--- config.mk ---
export PLATFORM = sky130hd
export DESIGN_NAME = pipeline_control
export DESIGN_NICKNAME = d
export VERILOG_FILES = /design/src/rtl/pipeline_control.sv
export SDC_FILE = /design/constraint.sdc
export NUM_CORES = 1
export LEC_CHECK = 0
export ABC_AREA = 0
export CAP_MARGIN = 20
export CORE_MARGIN = 2
export CORE_UTILIZATION = 33
export DETAILED_ROUTE_END_ITERATION = 10
export PLACE_DENSITY = 0.82
export SLEW_MARGIN = 20
export SYNTH_ARGS = -nofsm -noshare
export SYNTH_HDL_FRONTEND = slang
export SYNTH_SLANG_ARGS = --single-unit
--- constraint.sdc ---
create_clock -name CLK -period 2.68 [get_ports CLK]
set_clock_uncertainty 0.2 [all_clocks]
set_input_delay 0.804 -clock CLK [delete_from_list [all_inputs] [get_ports CLK]]
set_output_delay 0.804 -clock CLK [all_outputs]
set_load 0.005 [all_outputs]
--- src/rtl/pipeline_control.sv ---
// Hazard/stall/flush controller for a 5-stage pipeline with a halt drain sequence.
// Optional stall-cycle performance counter enabled by defining PIPE_PERF_CNT_EN.
module pipeline_control #(
  parameter int unsigned DRAIN_CYCLES = 2
) (
  input  logic        CLK,
  input  logic        nRST,
  input  logic        ihit,
  input  logic        dhit,
  input  logic        exmem_dmemreq,
  input  logic        mem_halt,
  input  logic        branch_taken,
  input  logic        idex_dRENi,
  input  logic [4:0]  idex_rt,
  input  logic [4:0]  ifid_rs,
  input  logic [4:0]  ifid_rt,
  output logic        pc_en,
  output logic        ifid_en,
  output logic        idex_en,
  output logic        exmem_en,
  output logic        memwb_en,
  output logic        ifid_flush,
  output logic        idex_flush,
  output logic        exmem_flush,
  output logic        memwb_flush,
  output logic        halt_out,
  output logic [31:0] stall_cnt
);

  typedef enum logic [1:0] {StRun, StLuStall, StDrain, StHalt} state_e;

  state_e     state_q, state_d;
  logic [3:0] drain_cnt_q, drain_cnt_d;
  logic       halt_q, halt_d;
  logic       memstall;
  logic       load_use;

  assign memstall = exmem_dmemreq & ~dhit;
  assign load_use = idex_dRENi & (idex_rt != 5'd0) &
                    ((idex_rt == ifid_rs) | (idex_rt == ifid_rt));

  always_comb begin
    pc_en       = 1'b1;
    ifid_en     = 1'b1;
    idex_en     = 1'b1;
    exmem_en    = 1'b1;
    memwb_en    = 1'b1;
    ifid_flush  = 1'b0;
    idex_flush  = 1'b0;
    exmem_flush = 1'b0;
    memwb_flush = 1'b0;
    state_d     = state_q;
    drain_cnt_d = drain_cnt_q;

    case (state_q)
      StRun, StLuStall: begin
        if (memstall) begin
          // Whole front end freezes; a bubble drains into WB. State holds.
          pc_en       = 1'b0;
          ifid_en     = 1'b0;
          idex_en     = 1'b0;
          exmem_en    = 1'b0;
          memwb_flush = 1'b1;
        end else begin
          if (state_q == StLuStall) state_d = StRun;
          if (branch_taken) begin
            ifid_flush = 1'b1;
            idex_flush = 1'b1;
            pc_en      = 1'b1;
          end else if (load_use && (state_q == StRun)) begin
            pc_en      = 1'b0;
            ifid_en    = 1'b0;
            idex_flush = 1'b1;
            state_d    = StLuStall;
          end else if (!ihit) begin
            pc_en      = 1'b0;
            ifid_flush = 1'b1;
          end
          if (mem_halt) begin
            state_d     = StDrain;
            drain_cnt_d = 4'(DRAIN_CYCLES - 1);
          end
        end
      end
      StDrain: begin
        pc_en       = 1'b0;
        ifid_flush  = 1'b1;
        idex_flush  = 1'b1;
        exmem_flush = 1'b1;
        if (drain_cnt_q == 4'd0) begin
          state_d = StHalt;
        end else begin
          drain_cnt_d = drain_cnt_q - 4'd1;
        end
      end
      StHalt: begin
        pc_en    = 1'b0;
        ifid_en  = 1'b0;
        idex_en  = 1'b0;
        exmem_en = 1'b0;
        memwb_en = 1'b0;
      end
      default: state_d = StRun;
    endcase

    // Reset forces every latch into bubble insertion regardless of state.
    if (!nRST) begin
      pc_en       = 1'b0;
      ifid_en     = 1'b0;
      idex_en     = 1'b0;
      exmem_en    = 1'b0;
      memwb_en    = 1'b0;
      ifid_flush  = 1'b1;
      idex_flush  = 1'b1;
      exmem_flush = 1'b1;
      memwb_flush = 1'b1;
    end
  end

  assign halt_d   = halt_q | (state_d == StHalt);
  assign halt_out = halt_q;

  always_ff @(posedge CLK) begin
    if (!nRST) begin
      state_q     <= StRun;
      drain_cnt_q <= 4'd0;
      halt_q      <= 1'b0;
    end else begin
      state_q     <= state_d;
      drain_cnt_q <= drain_cnt_d;
      halt_q      <= halt_d;
    end
  end

`ifdef PIPE_PERF_CNT_EN
  logic [31:0] stall_cnt_q, stall_cnt_d;

  always_comb begin
    stall_cnt_d = stall_cnt_q;
    if (((state_q == StRun) || (state_q == StLuStall)) && !pc_en &&
        (stall_cnt_q != 32'hFFFF_FFFF)) begin
      stall_cnt_d = stall_cnt_q + 32'd1;
    end
  end

  always_ff @(posedge CLK) begin
    if (!nRST) begin
      stall_cnt_q <= 32'd0;
    end else begin
      stall_cnt_q <= stall_cnt_d;
    end
  end

  assign stall_cnt = stall_cnt_q;
`else
  assign stall_cnt = 32'd0;
`endif

endmodule

Word-level counts from Yosys, hierarchy flattened
Cells that the tools add are included.
{"block": "totals", "mem_bits_rw": 0, "memories": 0, "rom_bits": 0, "reg_bits": 7, "word_cells": 70, "latchBits": 0}
{"block": "classes", "n_lt_le_gt_ge": 0, "add_sub_neg": 1, "n_shift": 0, "n_eq_ne": 9, "bitwise_logic": 6, "reduce_logical": 8, "div": 0, "multipliers": 0, "muxes": 43}
{"cell": "2-to-1 mux 1 bit", "count": 27}
{"cell": "2-to-1 mux 2 bit", "count": 6}
{"cell": "2-to-1 mux 4 bit", "count": 3}
{"cell": "== test 5 bit", "count": 2}
{"cell": "case mux 1 bit (2 select lines)", "count": 5}
{"cell": "case mux 4 bit (2 select lines)", "count": 1}
{"cell": "== test 2 bit, second input constant", "count": 3}
{"cell": "inequality test 2 bit, second input constant", "count": 3}
{"cell": "nonzero test 5 bit", "count": 1}
{"cell": "zero test 4 bit", "count": 1}
{"cell": "case mux 2 bit (2 select lines)", "count": 1}
{"cell": "AND reduction 4 bit", "count": 1}
{"cell": "OR reduction 2 bit", "count": 2}
{"cell": "subtractor 4 x 1 -> 4 bit, second input constant", "count": 1}
{"cell": "bitwise AND 1 bit", "count": 3}
{"cell": "== test 2 x 1 -> 1 bit, second input constant", "count": 1}
{"cell": "zero test 2 bit", "count": 1}
{"cell": "bitwise OR 1 bit", "count": 2}
{"cell": "nonzero test 2 bit", "count": 1}
{"cell": "logical AND 1 bit", "count": 1}
{"cell": "NOT 1 bit", "count": 1}

Logic depth before layout (Yosys ltp)
Gate-level depths: netlist (run 1).
{"block": "logic_depth", "ltp_word": 11, "depth_mapped": 7}

Worst setup path after synthesis (run 1)
No wires, ideal clock.
{"block": "synth_timing", "path_kind": "input port to output port", "from": "input port idex_rt[1]", "to": "output port ifid_en", "cell_stages": 5, "path_buffers": 0, "t_arrival_ns": 1.693, "required_time_ns": 1.676, "slack_ns": -0.017, "cell_sequence": "or4_1 -> nor2_1 -> nor4b_2 -> nand2_1 -> o21a_1"}
{"block": "synth_between", "elab_chain_len": 9}
{"element": "start, declared", "line_no": "14", "rtl": "input logic [4:0] idex_rt,"}
{"element": "== test 5 bit / nonzero test 5 bit (equally long branches)", "line_no": "40, 39"}
{"element": "bitwise OR 1 bit / bitwise AND 1 bit (equally long branches)", "line_no": "40, 39"}
{"element": "bitwise AND 1 bit *", "line_no": "39", "rtl": "assign load_use = idex_dRENi & (idex_rt != 5'd0) &"}
{"element": "logical AND 1 bit *", "line_no": "70", "rtl": "end else if (load_use && (state_q == StRun)) begin"}
{"element": "2-to-1 mux 1 bit *", "line_no": "70"}
{"element": "2-to-1 mux 1 bit *", "line_no": "66", "rtl": "if (branch_taken) begin"}
{"element": "2-to-1 mux 1 bit *", "line_no": "57", "rtl": "if (memstall) begin"}
{"element": "case mux 1 bit (2 select lines) *", "line_no": "55", "rtl": "case (state_q)"}
{"element": "2-to-1 mux 1 bit *", "line_no": "107", "rtl": "if (!nRST) begin"}
{"element": "end, declared", "line_no": "18", "rtl": "output logic ifid_en,"}
Every way passes the cells marked *; elsewhere a longest branch is shown, timed or not.

Worst setup path after layout (run 1)
{"block": "layout_timing", "from": "input port ifid_rs[3]", "to": "output port ifid_en"}
{"block": "layout_between", "elab_chain_len": 9}
{"element": "start, declared", "line_no": "15", "rtl": "input logic [4:0] ifid_rs,"}
{"element": "== test 5 bit", "line_no": "40", "rtl": "((idex_rt == ifid_rs) | (idex_rt == ifid_rt));"}
{"element": "bitwise OR 1 bit", "line_no": "40"}
{"element": "bitwise AND 1 bit", "line_no": "39"}
{"element": "logical AND 1 bit", "line_no": "70"}
{"element": "2-to-1 mux 1 bit", "line_no": "70"}
{"element": "2-to-1 mux 1 bit", "line_no": "66"}
{"element": "2-to-1 mux 1 bit", "line_no": "57"}
{"element": "case mux 1 bit (2 select lines)", "line_no": "55"}
{"element": "2-to-1 mux 1 bit", "line_no": "107"}
No other way between the ends.

==> reports/results.tsv, run 1 <==
stage	metric	value	unit
clock_tree	TritonCTS clock tree	done	
yosys	asr flop ratio synth	0	%
worst_setup_path	Arr. time, crit path	2.02	ns
grt	vias in the first global route	806	
floorplanning	Top Ports	65	
hold_path	WHS Path Cells	2	
worst_setup_path	Setup CP Type	input port to primary output	
route	Pre-antenna DRT Iters	4	
grt	gr busiest metal	met2	
grt	largest net degree at the start of global routing	11	
route	total number of vias	832	
placed_design	Place WS	-1.03	ns
yosys	Synth Warn #	0	
power	leak pwr	0.601	nW
timing	minimum clock period	3.03	ns
worst_setup_path	R2R Path Start	drain_cnt_q[0]$_SDFFE_PN0P_	
floorplanning	initial core utilization	34.1	%
yosys	ys flop type	dfxtp_1	
yosys	Netlist Area Pre-Place	822	um^2
worst_setup_path	reg2reg path depth	7	
worst_setup_path	CP startpoint kind	input port	
layout	final net count	191	
worst_setup_path	reg-to-reg slack, setup	0.84	ns
hold_path	worst hold path class	flip-flop to flip-flop	
route	antenna viol nets, final	0	
clock_tree	CTS Buf Count	3	
yosys	post-synth cell types	28	
timing	TNS Setup	-1.40	ns
grt	gr ovfl total	0	
yosys	Yosys reg bits	7	
floorplanning	die height	53.9	um
route	DRT Wirelength	1.97	mm
grt	first-pass GRT wire length	3.25	mm
route	wire per inst	10.1	um
worst_setup_path	required time of the critical path	1.68	ns
timing	RSZ-0062 raised after global routing	true	
layout	Synth-to-Final Area Change	53.1	%
grt	met2 GRT Util	29.1	%
worst_setup_path	critical path capture point type	primary output	
timing	max-slew violation count	0	
layout	share of cells above drive strength 1	32.1	%
clock_tree	Clock Latency Late Sink	0.25	ns
route	DRC	0	
grt	All-Layer GR Usage	15.1	%
placed_design	DP HPWL	1.57	mm
timing	period utilization	113	%
clock_tree	root buf cell	clkbuf_4	
clock_tree	clk slew on worst S/H paths	0.05	ns
floorplanning	die area	2910	um^2
floorplanning	die width	53.9	um
timing	Setup WS post-layout	-0.348	ns
grt	antenna violations before repair	0	
layout	antenna fix cells	0	
power	VDD IR max	0.000214	V
yosys	sequential share of the synthesized area	17.0	%
worst_setup_path	Max FO, Critical Path	2	
clock_tree	hold_buf cts	0	
timing	# setup viols final	6	
placed_design	I/O Buffers	32	
clock_tree	Clock Path Buffers	2	
hold_path	hold wc startpoint	halt_out$_SDFF_PN0_	
timing	Hold Vio Cnt, Final	0	
clock_tree	H-Tree Depth	1	
layout	fillers	237	
hold_path	Hold Path Sink	halt_out$_SDFF_PN0_	
yosys	Post-Syn Instances	112	
flow_run	maxcap violations	0	
grt	Global Route met1 Usage	15.8	%
power	power per cell area	317	nW/um^2
floorplanning	row count	18	
yosys	Syn Area/Cell	7.34	um^2
route	First DRT Iteration DRCs	18	
run_status	failing checks	negative setup slack	
grt	GR Util met3	3.89	%
placed_design	gpl congestion	0.800	
run_status	run status	complete, but fails checks	
floorplanning	core area	2410	um^2
clock_tree	CTS sink cnt	7	
yosys	EDFF count, synth	0	
timing	Max Freq	330	MHz
route	Vias/cell	4.27	
worst_setup_path	Reg-to-Reg End	drain_cnt_q[1]$_SDFFE_PN0P_	
[metrics by stage]
step                      hold slack [ns]  area, um^2  cells  total power, mW  utilization (%)
after CTS                           0.249        1220    194            0.392             50.7
after floorplan                     0.242         938    143            0.236                -
after global placement              0.240        1150    185            0.291             47.7
final                               0.247        1260    195            0.398             52.2
after detailed placement            0.241        1150    185            0.295             47.7
after global routing                0.287        1260    195            0.428             52.2
[Yosys cell counts (2+ instances only)]
cell / n / area (um^2)
nand2_1: 6 / 22.5
ha_1: 2 / 25.0
inv_1: 3 / 11.3
nand2b_1: 3 / 18.8
o21a_1: 2 / 15.0
a21oi_1: 7 / 35.0
o21ai_0: 4 / 20.0
nor2_1: 11 / 41.3
buf_4: 33 / 248
nor2b_1: 2 / 12.5
dfxtp_1: 7 / 140
nand3_1: 3 / 15.0
a31oi_1: 2 / 12.5
xnor2_1: 10 / 87.6
nor3_1: 4 / 20.0
[kinds of logic after synthesis]
logic type	after synthesis	synth area share, %
XOR/XNOR	10	10.7
multiplexers	1	1.22
other	1	0.456
adder cells (fa/ha/maj)	2	3.04
buffers and inverters	38	32.6
AO/OA/AOI/OAI	18	12.8
AND/OR/NAND/NOR	35	22.2
flip-flops	7	17.0
[worst max-delay path by stage]
stage,startpoint,end,slack [ns],depth (start not counted)
final,ifid_rs[3],ifid_en,-0.35,8
after global placement,idex_rt[1],pc_en,-1.0,7
after floorplan,idex_rt[1],ifid_en,-0.02,5
after CTS,idex_rt[3],ifid_en,-0.38,8
after detailed placement,idex_rt[1],ifid_en,-1.03,7
after global routing,idex_rt[2],ifid_en,-0.40,8
[critical path, cell delays in order]
cell	delay, ns
dlygate4sd2_1	0.24
xnor2_1	0.19
nand2_1	0.10
o22ai_2	0.18
nand2_1	0.09
buf_4	0.14
o21a_1	0.15
buf_2	0.12
[routing by layer]
layer | up-vias | routed length [um]
met4 | 0 | 0
met3 | 0 | 135
met5 | - | 0
li1 | 415 | -
met1 | 383 | 728
met2 | 34 | 1100
[cells in the final DEF, fill, tap and decap left out, types with 5 or more instances in the layout]
cell	instances
dlygate4sd2_1	15
a21oi_1	6
xnor2_1	6
nor2_1	8
dfxtp_1	7
buf_4	19
nand2_1	5
buf_2	8
conb_1	32
[state kept, by name, summed over array words and instances (netlist names)]
signal	count
halt_out	1
drain_cnt_q	4
state_q	2
[final cells by class]
cell class / instances / area (um^2) / share of cell area, %
sequential: 7 / 140 / 11.1
inverter: 4 / 16.3 / 1.29
clock buffer: 4 / 26.3 / 2.09
multi-input combinational: 98 / 626 / 49.7
tap: 30 / 37.5 / 2.98
timing repair buffer: 52 / 413 / 32.8
[power breakdown]
group          switching (mW)  internal, mW  leakage (nW)
Combinational          0.0829        0.0972         0.529
Sequential             0.0107         0.113        0.0575
Clock                  0.0374        0.0567        0.0150
Total                   0.131         0.267         0.601
[repair_timing]
item / CTS / global route
buffers inserted: 5 / 1
cloned: 0 / 0
resized for setup: 76 / 10
setup endpoints to repair: 9 / 6
pin swaps: 21 / 11
endpoints found under the hold margin: 0 / 0
(Power assumes the default switching activity.)
==> run 2: changes to the inputs <==
--- a/config.mk
+++ b/config.mk
@@ -11,6 +11,7 @@
 export CORE_UTILIZATION = 33
 export DETAILED_ROUTE_END_ITERATION = 10
 export PLACE_DENSITY = 0.82
+export SKIP_LAST_GASP = 1
 export SLEW_MARGIN = 20
 export SYNTH_ARGS = -nofsm -noshare
 export SYNTH_HDL_FRONTEND = slang
==> run 2 against run 1 <==
  * The flow still finishes with violations (negative setup slack)
  * Maximum frequency is 0.25% higher
  * Power is 0.40% lower
  * Wire length is 2.4% lower
  * Worst setup slack improved by 0.0075 ns
  * Non-clock buffer count unchanged
  * Flip-flop and latch count stayed put
  * Die area unchanged
  * Utilization increased by 0.10 points
==> reports/results.tsv, run 2 (synthesis results as in run 1) <==
stage	metric	value	unit	change
flow_run	maxcap violations	0		unchanged
placed_design	DP Cell Count	185		unchanged
floorplanning	die width	53.9	um	unchanged
placed_design	I/O Buffers	32		unchanged
clock_tree	CTS Buf Count	3		unchanged
placed_design	gpl congestion	0.800		unchanged
grt	largest net degree at the start of global routing	11		unchanged
worst_setup_path	Max FO, Critical Path	4		+2
placed_design	DP HPWL	1.57	mm	unchanged
timing	period utilization	113	%	-0.28 points
route	Pre-antenna DRT Iters	4		unchanged
route	First DRT Iteration DRCs	21		+3
grt	All-Layer GR Usage	15.0	%	-0.058 points
floorplanning	die height	53.9	um	unchanged
timing	Max Freq	331	MHz	+0.25%
timing	Hold Vio Cnt, Final	0		unchanged
grt	vias in the first global route	806		unchanged
floorplanning	die area	2910	um^2	unchanged
worst_setup_path	Setup CP Type	input port to primary output		
timing	minimum clock period	3.02	ns	-0.00749 ns
worst_setup_path	CP startpoint kind	input port		
power	P_int	0.267	mW	about the same
timing	# setup viols final	6		unchanged
floorplanning	row count	18		unchanged
layout	Final Cell Area	1260	um^2	+0.20%
layout	Synth-to-Final Area Change	53.4	%	
route	DRT Wirelength	1.92	mm	-2.4%
timing	RSZ-0062 raised after global routing	true		
clock_tree	Clock Path Buffers	2		unchanged
timing	worst hold margin	0.247	ns	+0.000218 ns
route	total number of vias	826		-0.72%
worst_setup_path	required time of the critical path	1.68	ns	about the same
worst_setup_path	Arr. time, crit path	2.02	ns	about the same
layout	commonest non-fill, non-tap cell in the layout	conb_1		
power	Logic pwr share	45.1	%	about the same
layout	antenna fix cells	0		unchanged
worst_setup_path	critical path capture point type	primary output		
power	leak pwr	0.597	nW	-0.78%
layout	fillers	237		unchanged
clock_tree	H-Tree Depth	1		unchanged
layout	share of cells above drive strength 1	30.9	%	-1.2 points
power	sequential share of power	31.3	%	about the same
power	power per cell area	315	nW/um^2	-0.60%
route	antenna viol nets, final	0		unchanged
clock_tree	Clock Latency Late Sink	0.25	ns	about the same
hold_path	worst hold path class	flip-flop to flip-flop		
layout	most frequent cells in the layout	conb_1, buf_4, dlygate4sd2_1, nor2_1, buf_2		
power	Sw Pwr	0.129	mW	-1.3%
power	VDD IR max	0.000213	V	-0.38%
route	DRC	0		unchanged
power	Sw Ratio	32.6	%	-0.29 points
power	Clk pwr share	23.6	%	about the same
grt	first-pass GRT wire length	3.23	mm	-0.62%
floorplanning	core area	2410	um^2	unchanged
clock_tree	TritonCTS clock tree	done		
route	Vias/cell	4.24		-0.72%
timing	max-slew violation count	0		unchanged
grt	antenna violations before repair	0		unchanged
layout	Layout Cells excl Fill	195		unchanged
run_status	run status	complete, but fails checks		
floorplanning	initial core utilization	34.1	%	unchanged
layout	final net count	191		unchanged
clock_tree	CTS sink cnt	7		unchanged
grt	gr ovfl total	0		unchanged
layout	Largest register FFs	4		unchanged
clock_tree	clk slew on worst S/H paths	0.05	ns	about the same
route	wire per inst	9.84	um	-2.4%
clock_tree	root buf cell	clkbuf_4		
run_status	failing checks	negative setup slack		
power	Tot Pwr	0.397	mW	-0.40%
floorplanning	Top Ports	65		unchanged
placed_design	Place WS	-1.03	ns	unchanged
timing	Setup WS post-layout	-0.340	ns	+0.00749 ns
placed_design	Placement Cell Area	1150	um^2	unchanged
layout	Most flops, register	drain_cnt_q		
## run 2: cell count changes in the layout (fill, tap and decap cells not counted), sizes merged
cell	previous run	this run
clkdlybuf4s15	2	4
clkbuf	5	4
dlygate4sd2	15	14
## run 2: repair_timing
item                       in CTS  in global routing
hold buffers                    0                  0
setup endpoints to repair       9                  6
gates resized for setup        72                 13
setup buffers                   5                  1
pin swaps                      21                 15
hold endpoints to repair        0                  0
## run 2: layout make-up
cell class	count	area (um^2)	share of cell area (%)
tap	30	37.5	2.98
inverter	4	16.3	1.29
clock buffer	4	26.3	2.08
sequential	7	140	11.1
multi-input combinational	98	618	49.0
timing repair buffer	52	423	33.5
## run 2: power by group through the flow
stage	clock network [mW]	logic (mW)	registers, mW
finish	0.0938	0.179	0.124
global route	0.103	0.199	0.125
CTS	0.0975	0.168	0.124
detailed placement	0	0.171	0.124
floorplan	0	0.116	0.120
global placement	0	0.166	0.124
## run 2: final timing paths
kind                                from                     endpoint  slack, ns  cells past startpoint
max reg2reg  drain_cnt_q[0]$_SDFFE_PN0P_  drain_cnt_q[1]$_SDFFE_PN0P_       0.85                      7
min                  halt_out$_SDFF_PN0_          halt_out$_SDFF_PN0_       0.25                      2
max                           idex_rt[2]                      ifid_en      -0.34                      8
min reg2reg          halt_out$_SDFF_PN0_          halt_out$_SDFF_PN0_       0.25                      2
## run 2: metrics by stage
step                      TNS (ns)  util, %
after floorplan            -0.0421        -
after global placement       -6.72     47.7
after detailed placement     -6.85     47.7
after CTS                    -1.40     50.2
after global routing         -1.64     52.3
final                        -1.32     52.3
## run 2: layer usage
metal	up-vias	GRT usage [%]	part of all wire, %
met5	-	0	0
met4	0	4.27	0
met3	0	3.89	6.9
met2	36	29.1	54
met1	375	15.6	39
li1	415	-	-
## run 2: critical path, cell delays in order
cell and delay, ns:
buf_6 0.09, or4_4 0.54, nor2_4 0.11, nor4b_4 0.06, nand2_1 0.11, buf_4 0.10, o21a_1 0.09, buf_2 0.10
==> run 3: changes to the inputs <==
--- a/config.mk
+++ b/config.mk
@@ -12,7 +12,6 @@
 export DETAILED_ROUTE_END_ITERATION = 10
 export PLACE_DENSITY = 0.82
 export SKIP_LAST_GASP = 1
-export SLEW_MARGIN = 20
 export SYNTH_ARGS = -nofsm -noshare
 export SYNTH_HDL_FRONTEND = slang
 export SYNTH_SLANG_ARGS = --single-unit
==> results of run 3 <==
No change in the layout: final DEF, timing and power equal those of run 2.
